### src/rtl/amp_ctrl_pkg.sv
// Shared types and helpers for the amp_frame_scaler block.
package amp_ctrl_pkg;

    typedef enum logic [2:0] {
        IDLE  = 3'd0,
        RD    = 3'd1,
        LATCH = 3'd2,
        PROC  = 3'd3,
        WR    = 3'd4,
        WAIT  = 3'd5
    } state_t;

    function automatic int idx_width(input int n);
        return (n <= 1) ? 1 : $clog2(n);
    endfunction

    function automatic longint sat_hi(input int w);
        return (longint'(1) << (w - 1)) - 64'sd1;
    endfunction

    function automatic longint sat_lo(input int w);
        return -(longint'(1) << (w - 1));
    endfunction

endpackage

### src/rtl/amp_frame_scaler_if.sv
// FIFO-side handshake bundle of amp_frame_scaler; master is the scaler itself.
interface amp_frame_scaler_if #(
    parameter int DATA_W = 16,
    parameter int GAIN_W = 16
);
    logic [GAIN_W-1:0] gain;
    logic              fifo_empty;
    logic [DATA_W-1:0] fifo_rdata;
    logic              fifo_rden;
    logic              fifo_almost_full;
    logic [DATA_W-1:0] fifo_wdata;
    logic              fifo_wren;
    logic              busy;
    logic              frame_done;
    logic              sat_pulse;

    modport master (
        input  gain, fifo_empty, fifo_rdata, fifo_almost_full,
        output fifo_rden, fifo_wdata, fifo_wren, busy, frame_done, sat_pulse
    );

    modport slave (
        output gain, fifo_empty, fifo_rdata, fifo_almost_full,
        input  fifo_rden, fifo_wdata, fifo_wren, busy, frame_done, sat_pulse
    );
endinterface

### src/rtl/amp_mult_sat.sv
// Combinational signed x unsigned fixed-point multiply, floor shift, then clamp or wrap.
// Clamping and the sat flag exist only when AMP_SAT_EN is defined.
module amp_mult_sat
    import amp_ctrl_pkg::*;
#(
    parameter int DATA_W    = 16,
    parameter int GAIN_W    = 16,
    parameter int GAIN_FRAC = 12
) (
    input  logic signed [DATA_W-1:0] i_sample,
    input  logic        [GAIN_W-1:0] i_gain,
    output logic signed [DATA_W-1:0] o_result,
    output logic                     o_sat
);
    localparam int PW = DATA_W + GAIN_W + 1;

    logic signed [PW-1:0] w_samp_ext;
    logic signed [PW-1:0] w_gain_ext;
    logic signed [PW-1:0] w_prod;
    logic signed [PW-1:0] w_shift;

    assign w_samp_ext = {{(PW-DATA_W){i_sample[DATA_W-1]}}, i_sample};
    assign w_gain_ext = {{(PW-GAIN_W){1'b0}}, i_gain};
    assign w_prod     = w_samp_ext * w_gain_ext;
    // arithmetic shift floors toward minus infinity
    assign w_shift    = w_prod >>> GAIN_FRAC;

`ifdef AMP_SAT_EN
    localparam logic signed [PW-1:0] SAT_HI = PW'(sat_hi(DATA_W));
    localparam logic signed [PW-1:0] SAT_LO = PW'(sat_lo(DATA_W));

    always_comb begin
        o_result = DATA_W'(w_shift);
        o_sat    = 1'b0;
        if (w_shift > SAT_HI) begin
            o_result = DATA_W'(SAT_HI);
            o_sat    = 1'b1;
        end else if (w_shift < SAT_LO) begin
            o_result = DATA_W'(SAT_LO);
            o_sat    = 1'b1;
        end
    end
`else
    assign o_result = DATA_W'(w_shift);
    assign o_sat    = 1'b0;
`endif
endmodule

### src/rtl/amp_frame_scaler.sv
// Frame-based amplitude scaler between an input and an output sample FIFO.
// Optional clamping of scaled words via AMP_SAT_EN (wraps when undefined).
//   state | meaning
//   IDLE  | waiting for go, samples gain at frame start
//   RD    | read strobe to input FIFO
//   LATCH | capture returned word
//   PROC  | register scaled result
//   WR    | write strobe to output FIFO
//   WAIT  | mid-frame stall until go
module amp_frame_scaler
    import amp_ctrl_pkg::*;
#(
    parameter int DATA_W    = 16,
    parameter int GAIN_W    = 16,
    parameter int GAIN_FRAC = 12,
    parameter int FRAME_LEN = 6,
    parameter int PROC_LEN  = 3
) (
    input logic clk,
    input logic reset,
    amp_frame_scaler_if.master bus
);
    localparam int IW = idx_width(FRAME_LEN);

    state_t                    r_state, w_nxt;
    logic [IW-1:0]             r_idx;
    logic [GAIN_W-1:0]         r_gain;
    logic signed [DATA_W-1:0]  r_sample;
    logic signed [DATA_W-1:0]  r_result;
    logic signed [DATA_W-1:0]  w_result;
    logic                      w_sat, w_go, w_is_proc, w_last;
    logic                      r_rden, r_wren, r_busy, r_done, r_sat;
    logic [DATA_W-1:0]         r_wdata;

    amp_mult_sat #(
        .DATA_W    (DATA_W),
        .GAIN_W    (GAIN_W),
        .GAIN_FRAC (GAIN_FRAC)
    ) u_mult (
        .i_sample (r_sample),
        .i_gain   (r_gain),
        .o_result (w_result),
        .o_sat    (w_sat)
    );

    assign w_go      = !bus.fifo_empty && !bus.fifo_almost_full;
    assign w_is_proc = int'(r_idx) < PROC_LEN;
    assign w_last    = int'(r_idx) == FRAME_LEN - 1;

    always_comb begin
        w_nxt = r_state;
        case (r_state)
            IDLE:    if (w_go) w_nxt = RD;
            RD:      w_nxt = LATCH;
            LATCH:   w_nxt = w_is_proc ? PROC : WR;
            PROC:    w_nxt = WR;
            WR:      w_nxt = w_last ? IDLE : (w_go ? RD : WAIT);
            WAIT:    if (w_go) w_nxt = RD;
            default: w_nxt = IDLE;
        endcase
    end

    always_ff @(posedge clk or posedge reset) begin
        if (reset) begin
            r_state  <= IDLE;
            r_idx    <= '0;
            r_gain   <= '0;
            r_sample <= '0;
            r_result <= '0;
            r_rden   <= 1'b0;
            r_wren   <= 1'b0;
            r_wdata  <= '0;
            r_busy   <= 1'b0;
            r_done   <= 1'b0;
            r_sat    <= 1'b0;
        end else begin
            r_state <= w_nxt;
            case (r_state)
                IDLE:    if (w_go) begin
                             r_gain <= bus.gain;
                             r_idx  <= '0;
                         end
                LATCH:   r_sample <= bus.fifo_rdata;
                PROC:    r_result <= w_result;
                WR:      if (!w_last) r_idx <= r_idx + IW'(1);
                default: ;
            endcase
            // outputs are registered from the next state so they line up with it
            r_rden <= (w_nxt == RD);
            r_wren <= (w_nxt == WR);
            r_busy <= (w_nxt != IDLE);
            r_done <= (w_nxt == WR) && w_last;
            r_sat  <= (r_state == PROC) && w_sat;
            if (w_nxt == WR)
                r_wdata <= (r_state == PROC) ? w_result : bus.fifo_rdata;
        end
    end

    assign bus.fifo_rden  = r_rden;
    assign bus.fifo_wren  = r_wren;
    assign bus.fifo_wdata = r_wdata;
    assign bus.busy       = r_busy;
    assign bus.frame_done = r_done;
    assign bus.sat_pulse  = r_sat;
endmodule

### src/flat_wrapper.sv
// flat-port wrapper written by rule: the top's interface ports become plain ports
module amp_frame_scaler_flat import amp_ctrl_pkg::*;
#(
    parameter int DATA_W    = 16,
    parameter int GAIN_W    = 16,
    parameter int GAIN_FRAC = 12,
    parameter int FRAME_LEN = 6,
    parameter int PROC_LEN  = 3
)
  (clk, reset, bus_gain, bus_fifo_empty, bus_fifo_rdata, bus_fifo_almost_full, bus_fifo_rden, bus_fifo_wdata, bus_fifo_wren, bus_busy, bus_frame_done, bus_sat_pulse);
  amp_frame_scaler_if #(.DATA_W(DATA_W), .GAIN_W(GAIN_W)) bus_i ();
  input logic clk;
  input logic reset;
  input wire logic [$bits(bus_i.gain)-1:0] bus_gain;
  input wire logic [$bits(bus_i.fifo_empty)-1:0] bus_fifo_empty;
  input wire logic [$bits(bus_i.fifo_rdata)-1:0] bus_fifo_rdata;
  input wire logic [$bits(bus_i.fifo_almost_full)-1:0] bus_fifo_almost_full;
  output wire logic [$bits(bus_i.fifo_rden)-1:0] bus_fifo_rden;
  output wire logic [$bits(bus_i.fifo_wdata)-1:0] bus_fifo_wdata;
  output wire logic [$bits(bus_i.fifo_wren)-1:0] bus_fifo_wren;
  output wire logic [$bits(bus_i.busy)-1:0] bus_busy;
  output wire logic [$bits(bus_i.frame_done)-1:0] bus_frame_done;
  output wire logic [$bits(bus_i.sat_pulse)-1:0] bus_sat_pulse;
  assign bus_i.gain = bus_gain;
  assign bus_i.fifo_empty = bus_fifo_empty;
  assign bus_i.fifo_rdata = bus_fifo_rdata;
  assign bus_i.fifo_almost_full = bus_fifo_almost_full;
  assign bus_fifo_rden = bus_i.fifo_rden;
  assign bus_fifo_wdata = bus_i.fifo_wdata;
  assign bus_fifo_wren = bus_i.fifo_wren;
  assign bus_busy = bus_i.busy;
  assign bus_frame_done = bus_i.frame_done;
  assign bus_sat_pulse = bus_i.sat_pulse;
  amp_frame_scaler #(.DATA_W(DATA_W), .GAIN_W(GAIN_W), .GAIN_FRAC(GAIN_FRAC), .FRAME_LEN(FRAME_LEN), .PROC_LEN(PROC_LEN)) u_core (.clk(clk), .reset(reset), .bus(bus_i));
endmodule
### config.mk
export PLATFORM = sky130hd
export DESIGN_NAME = amp_frame_scaler_flat
export DESIGN_NICKNAME = d
export VERILOG_FILES = /design/src/rtl/amp_ctrl_pkg.sv /design/src/rtl/amp_frame_scaler_if.sv /design/src/rtl/amp_mult_sat.sv /design/src/rtl/amp_frame_scaler.sv /design/src/flat_wrapper.sv
export SDC_FILE = /design/constraint.sdc
export NUM_CORES = 1
export LEC_CHECK = 0
export CORE_MARGIN = 1
export CORE_UTILIZATION = 26
export CTS_CLUSTER_SIZE = 8
export DETAILED_ROUTE_END_ITERATION = 10
export PLACE_DENSITY_LB_ADDON = 0.25
export SLEW_MARGIN = 40
export SYNTH_ARGS = -nofsm -noshare
export SYNTH_HDL_FRONTEND = slang
export SYNTH_HIERARCHICAL = 1
export SYNTH_SLANG_ARGS = --single-unit
### constraint.sdc
create_clock -name clk -period 10.3 [get_ports clk]
set_input_delay 1.03 -clock clk [delete_from_list [all_inputs] [get_ports clk]]
set_output_delay 1.03 -clock clk [all_outputs]
set_load 0.02 [all_outputs]
Word level (Yosys, flattened, before mapping)
Index checks and enable logic that the tools add are counted.
{"block": "totals", "word_cells": 41, "register_bits": 58}
{"block": "op_classes", "magnitude_cmp": 1, "mul": 1, "add_sub_neg": 1, "eq_ne": 10, "reduce_logical": 10, "muxes": 9}
{"operator": "multiplier 16 x 17 -> 28 bit", "count": 1}
{"operator": "two-way mux 3 bit", "count": 6}
{"operator": "two-way mux 16 bit", "count": 1}
{"operator": "case mux 3 bit (5 select lines)", "count": 1}
{"operator": "equality test 3 bit, second input constant", "count": 4}
{"operator": "equality test 3 x 1 -> 1 bit, second input constant", "count": 2}
{"operator": "equality test 3 x 2 -> 1 bit, second input constant", "count": 2}
{"operator": "case mux 3 bit (2 select lines)", "count": 1}
{"operator": "adder 3 x 1 -> 3 bit, second input constant", "count": 1}
{"operator": "logical NOT 3 bit", "count": 1}
{"operator": "< comparator 3 x 2 -> 1 bit, second input constant", "count": 1}
{"operator": "AND reduction 3 bit", "count": 1}
{"operator": "nonzero test 3 bit", "count": 1}
{"operator": "logical AND 1 bit", "count": 2}
{"operator": "logical NOT 1 bit", "count": 2}
{"operator": "!= test 2 x 1 -> 1 bit, second input constant", "count": 1}
{"operator": "!= test 2 bit, second input constant", "count": 1}
{"operator": "AND reduction 2 bit", "count": 1}
{"operator": "nonzero test 2 bit", "count": 1}
{"operator": "OR reduction 2 bit", "count": 1}

Depth between registers and ports, before layout
{"block": "depth", "depth_word": 7, "mapped_depth": 22}

Modules after synthesis
The synthesis kept the hierarchy.
{"module": "amp_mult_sat", "n_inst": 1, "area_per_inst_um2": 8000.2, "cells_each": 916, "seq_area_each_um2": 0.0}
{"module": "amp_frame_scaler", "n_inst": 1, "area_per_inst_um2": 2601.2, "cells_each": 172, "seq_area_each_um2": 1476.4}

Least setup slack after synthesis
No wires, ideal clock.
{"block": "synth_timing", "path_kind": "register to register", "startpoint": "register u_core.r_sample[1]", "endpoint": "register u_core.r_wdata[8] (netlist: u_core/bus.fifo_wdata[8])", "t_required_ns": 10.175, "setup_ns": 0.125, "slack_ns": 4.217, "arrival_time_ns": 5.958, "stages_incl_launch_ff": 21, "path_cell_list": "dfrtp_1 clkbuf_1 nand2_1 fa_1 fa_1 fa_1 fa_1 inv_1 fa_1 inv_1 fa_1 inv_1 ha_1 a21oi_1 o21ai_0 a22o_2 a41o_1 a311o_1 xor2_1 mux2_4 mux2_2"}
{"block": "synth_via", "elab_chain_len": 2}
{"item": "start, declared", "line": "amp_frame_scaler.sv:28", "text": "logic signed [DATA_W-1:0] r_sample;"}
{"item": "start signal, assigned", "line": "amp_frame_scaler.sv:83", "text": "LATCH: r_sample <= bus.fifo_rdata;"}
{"item": "multiplier 16 x 17 -> 28 bit", "line": "amp_mult_sat.sv:24", "text": "assign w_prod = w_samp_ext * w_gain_ext;"}
{"item": "net u_core.w_result[8]", "line": "amp_frame_scaler.sv:30", "text": "logic signed [DATA_W-1:0] w_result;"}
{"item": "two-way mux 16 bit", "line": "amp_frame_scaler.sv:95", "text": "r_wdata <= (r_state == PROC) ? w_result : bus.fifo_rdata;"}
{"item": "end signal, assigned", "line": "amp_frame_scaler.sv:95"}
{"item": "end, declared", "line": "amp_frame_scaler.sv:33", "text": "logic [DATA_W-1:0] r_wdata;"}
The timed path passes the listed nets, and every way through them passes these cells.
A chain may end at the register's enable or synchronous reset.

Final worst setup path
{"block": "layout_timing", "startpoint": "register u_core.r_gain[9]", "endpoint": "register u_core.r_wdata[13] (netlist: u_core/bus.fifo_wdata[13])"}
{"block": "layout_via", "elab_chain_len": 2}
{"item": "start, declared", "line": "amp_frame_scaler.sv:27", "text": "logic [GAIN_W-1:0] r_gain;"}
{"item": "start signal, assigned", "line": "amp_frame_scaler.sv:80", "text": "r_gain <= bus.gain;"}
{"item": "multiplier 16 x 17 -> 28 bit", "line": "amp_mult_sat.sv:24"}
{"item": "net u_core.w_result[13]", "line": "amp_frame_scaler.sv:30"}
{"item": "two-way mux 16 bit", "line": "amp_frame_scaler.sv:95"}
The timed path passes the listed nets, and every way through them passes these cells.

==> results.txt <==
The run finished with clean final reports. The clock latency of the later-clocked register in the worst-skew pair came out at 0.33 ns. For the worst setup path, the data required time is 10.52 ns.

The total negative slack is 0 ns. The maximum clock frequency is 147.1 MHz. Dividing the final minimum period by the clock period gives 65.98%. The number of levels the H-tree was split into is 3. The netlist uses 61 different library cells. Entering global routing, the biggest net connects 60 pins. Of all flip-flops after synthesis, the portion carrying an async set or reset was 100.0%. The most used flip-flop cell after synthesis is sky130_fd_sc_hd__dfrtp_1.

For this run, the register share of the synthesized area comes to 13.93%. The post-synthesis average cell area came out at 9.744 um2. The area occupied by multi-input gates came out at about 8000 um2. The cell area that synthesis handed to floorplanning was 10600 um2. The final clock skew came out at 0.006844 ns. The layout filler cell count is about 4300. The final routed DRC violation total came out at 0. The area growth from synthesis to layout is 12.75%.

The total of warnings raised by yosys is 6. The initial standard-cell utilization of the core is 26.50%. Detailed routing inserted a total of 7198 vias. The total global routing overflow is 0. The repair_antennas step left the layout with diodes totalling 0. The clock net in this run drives a total of 59 sinks. The TritonCTS clock tree is done. The transition time of the tightest slew-check pin came out at 0.8832 ns. Data on the critical path arrives at its endpoint at 7.02 ns. The routed wire length came out at 27660 um. STA classifies the critical path endpoint as a flip-flop. Leaving out fill and tap cells, the most frequent cells in the layout are 247 x sky130_fd_sc_hd__inv_1, 189 x sky130_fd_sc_hd__fa_1, 126 x sky130_fd_sc_hd__and2_1. The maximum fanout along the worst path came out at 17. The floorplan core area is 40010 um2.

The worst pin sits at a relative slew slack of 41.12%. The kind of start point of the critical path is a flip-flop. Measured along the y axis, the die boundary spans 203.9 um. For this run, the detailed router's first-pass iteration total came to 4.

The synthesized instance count is 1088. The via count of the first global-routing pass is 7997. The final max-slew violation count was 0. The number of DRC markers after the initial detailed-route iteration is 263.

The first-pass GRT wire length came out at 44970 um. The number of antenna violations at the first check in global routing was 1. Buffers added to address setup during post-CTS repair amount to 0. The number of antenna-violating nets in the routed design came out at 0. Buffers inserted during clock tree synthesis total 9.

The top-level port count is 57. The classification of the worst-slack hold path is flip-flop to flip-flop. The number of nets in the synthesized netlist came out at roughly 1400.

Setup repair after global routing left no endpoint under its margin. The final number of hold-violating endpoints is 0. Summing all flip-flop and latch instances after layout gives roughly 1500 um2. The synthesized design contains 59 register bits. The final layout net count came out at 1435. The number of max-cap violations is 0. In this run the core area contains 73 standard-cell rows. The detailed-route vias per instance is 4.370. The post-layout minimum cycle time came out at 6.796 ns. The library cell used most frequently in the layout, excluding fill and tap cells, is sky130_fd_sc_hd__inv_1. The number of enable flip-flop cells after synthesis came out at 0. The half-perimeter wire length of the detailed placement result came out at 21280 um. After clock tree synthesis, the clock-pin slew on the worst setup and hold paths is roughly 0.06 ns. The routed length per placed instance is 16.79 um. The fraction of post-synthesis cell area in the top cell type by area is 35.69%. The number of setup violations in the final report is 0.

The maximum clock path buffer count is 2. During placement, the flow inserted port buffers numbering 56. The start-to-end type of the worst setup path is flip-flop to flip-flop. The share of final-layout standard cells stronger than drive strength 1 came out at under 10%.

The floorplan step defined a die boundary enclosing 41590 um2. Sorting the synthesized cells by area gives the leading types as sky130_fd_sc_hd__fa_1 36%, sky130_fd_sc_hd__dfrtp_1 14%, sky130_fd_sc_hd__ha_1 11%. The die outline width came out at 203.9 um. Clock tree synthesis selected as its root buffer the cell sky130_fd_sc_hd__clkbuf_16. Hold repair after CTS inserted 0 buffers. sky130_fd_sc_hd__fa_1 takes more of the synthesized area than any other cell. Once the clock tree was built, the resizer swapped 0 gates to a different size. The weighted congestion at the end of routability-driven global placement came out at 0.8267.

The overall global routing resource usage came out at 14.11%.
logic make-up (layout without fill, tap and decap cells):
logic type / after synthesis / count (layout) / share of synthesized area, %
AND/OR/NAND/NOR: 303 / 303 / 14.82
other: 1 / 1 / 0.03537
adder cells (fa/ha/maj): 282 / 282 / 46.67
multiplexers: 68 / 68 / 7.506
AO/OA/AOI/OAI: 62 / 62 / 4.391
flip-flops: 59 / 59 / 13.93
XOR/XNOR: 22 / 22 / 1.818
buffers and inverters: 291 / 325 / 10.83
through the flow:
stage                     std cells  worst slack (ns)  utilization, %  instance area, um2  hold WS (ns)
after floorplan                1088             4.217               -               10600        0.5203
after CTS                      1647             3.514           29.86               11950        0.5140
after global routing           1647             3.169           29.88               11950        0.5355
after global placement         1630             3.536           29.08               11630        0.4968
final                          1647             3.504           29.88               11950        0.5125
after detailed placement       1631             3.515           29.10               11640        0.4995
synthesized netlist by cell type, drive strengths merged, types with 2 or more instances:
| cell | count |
|---|---|
| nand2 | 121 |
| a211oi | 6 |
| nand3b | 2 |
| o211ai | 2 |
| and3 | 2 |
| buf | 9 |
| nand3 | 4 |
| nor4 | 2 |
| nor2 | 19 |
| o21ai | 12 |
| mux2 | 65 |
| and2 | 127 |
| o41ai | 2 |
| ha | 93 |
| or2 | 2 |
| mux2i | 3 |
| dfrtp | 59 |
| nand4 | 5 |
| inv | 248 |
| a21o | 4 |
| fa | 189 |
| a311o | 2 |
| nor3 | 4 |
| a21oi | 16 |
| and4 | 2 |
| nand2b | 8 |
| xnor2 | 14 |
| xor2 | 8 |
| clkbuf | 33 |
| nor2b | 3 |
| o311ai | 2 |
| a221oi | 2 |
path summary, 6_finish.rpt:
path	slack [ns]	endpoint	depth (start not counted)	start
setup reg to reg	3.50	u_core/bus.fifo_wdata[13]$_DFFE_PP0N_	19	u_core/r_gain[9]$_DFFE_PP0P_
max in group asynchronous	8.75	u_core/r_gain[7]$_DFFE_PP0P_	3	reset
hold / removal	0.51	u_core/bus.fifo_wdata[10]$_DFFE_PP0N_	1	u_core/bus.fifo_wdata[10]$_DFFE_PP0N_
min in group asynchronous	1.15	u_core/bus.fifo_wdata[0]$_DFFE_PP0N_	3	reset
setup / recovery	3.50	u_core/bus.fifo_wdata[13]$_DFFE_PP0N_	19	u_core/r_gain[9]$_DFFE_PP0P_
hold reg to reg	0.51	u_core/bus.fifo_wdata[10]$_DFFE_PP0N_	1	u_core/bus.fifo_wdata[10]$_DFFE_PP0N_
critical path, cell delays in order, from the launching register on:
cell                       delay (ns)
sky130_fd_sc_hd__dfrtp_1         0.89
sky130_fd_sc_hd__nand2_1         0.17
sky130_fd_sc_hd__fa_1            0.52
sky130_fd_sc_hd__fa_1            0.58
sky130_fd_sc_hd__fa_1            0.45
sky130_fd_sc_hd__fa_1            0.54
sky130_fd_sc_hd__inv_1           0.05
sky130_fd_sc_hd__fa_1            0.48
sky130_fd_sc_hd__inv_1           0.05
sky130_fd_sc_hd__fa_1            0.47
sky130_fd_sc_hd__inv_1           0.04
sky130_fd_sc_hd__ha_1            0.30
sky130_fd_sc_hd__a21oi_1         0.12
sky130_fd_sc_hd__o21ai_0         0.27
sky130_fd_sc_hd__a22o_2          0.40
sky130_fd_sc_hd__a21boi_0        0.46
sky130_fd_sc_hd__nand2_1         0.22
sky130_fd_sc_hd__xnor2_1         0.18
sky130_fd_sc_hd__mux2_2          0.25
sky130_fd_sc_hd__mux2_2          0.25
state kept, by name, summed over array words and instances, names as in the netlist:
signal / cells
u_core/bus.busy: 1
u_core/bus.fifo_wdata: 16
u_core/r_sample: 16
u_core/bus.fifo_rden: 1
u_core/bus.fifo_wren: 1
u_core/bus.frame_done: 1
u_core/r_gain: 16
u_core/r_idx: 3
u_core/bus.sat_pulse: 1
u_core/r_state: 3
area by class of cell:
class / instances / share of cell area [%]
Inverter: 249 / 7.820
Sequential cell: 59 / 12.37
Clock buffer: 10 / 1.999
Clock inverter: 6 / 0.5443
Multi-Input combinational cell: 738 / 66.80
Tap cell: 525 / 5.496
Timing Repair Buffer: 60 / 4.972
metal layers:
layer  global-route usage [%]  up-vias  share of wire, %  wire length [um]
met5                        0        -                 0                 0
met4                    2.739        0               1.0               282
met3                    1.738       16               3.6               990
met2                    23.82      106                49             13550
met1                    19.35     3725                46             12840
li1                         -     3351                 -                 -
Power is left out: the tool's default activity adds up to more than one toggle a clock period on the data nets, which glitch-free logic cannot reach.
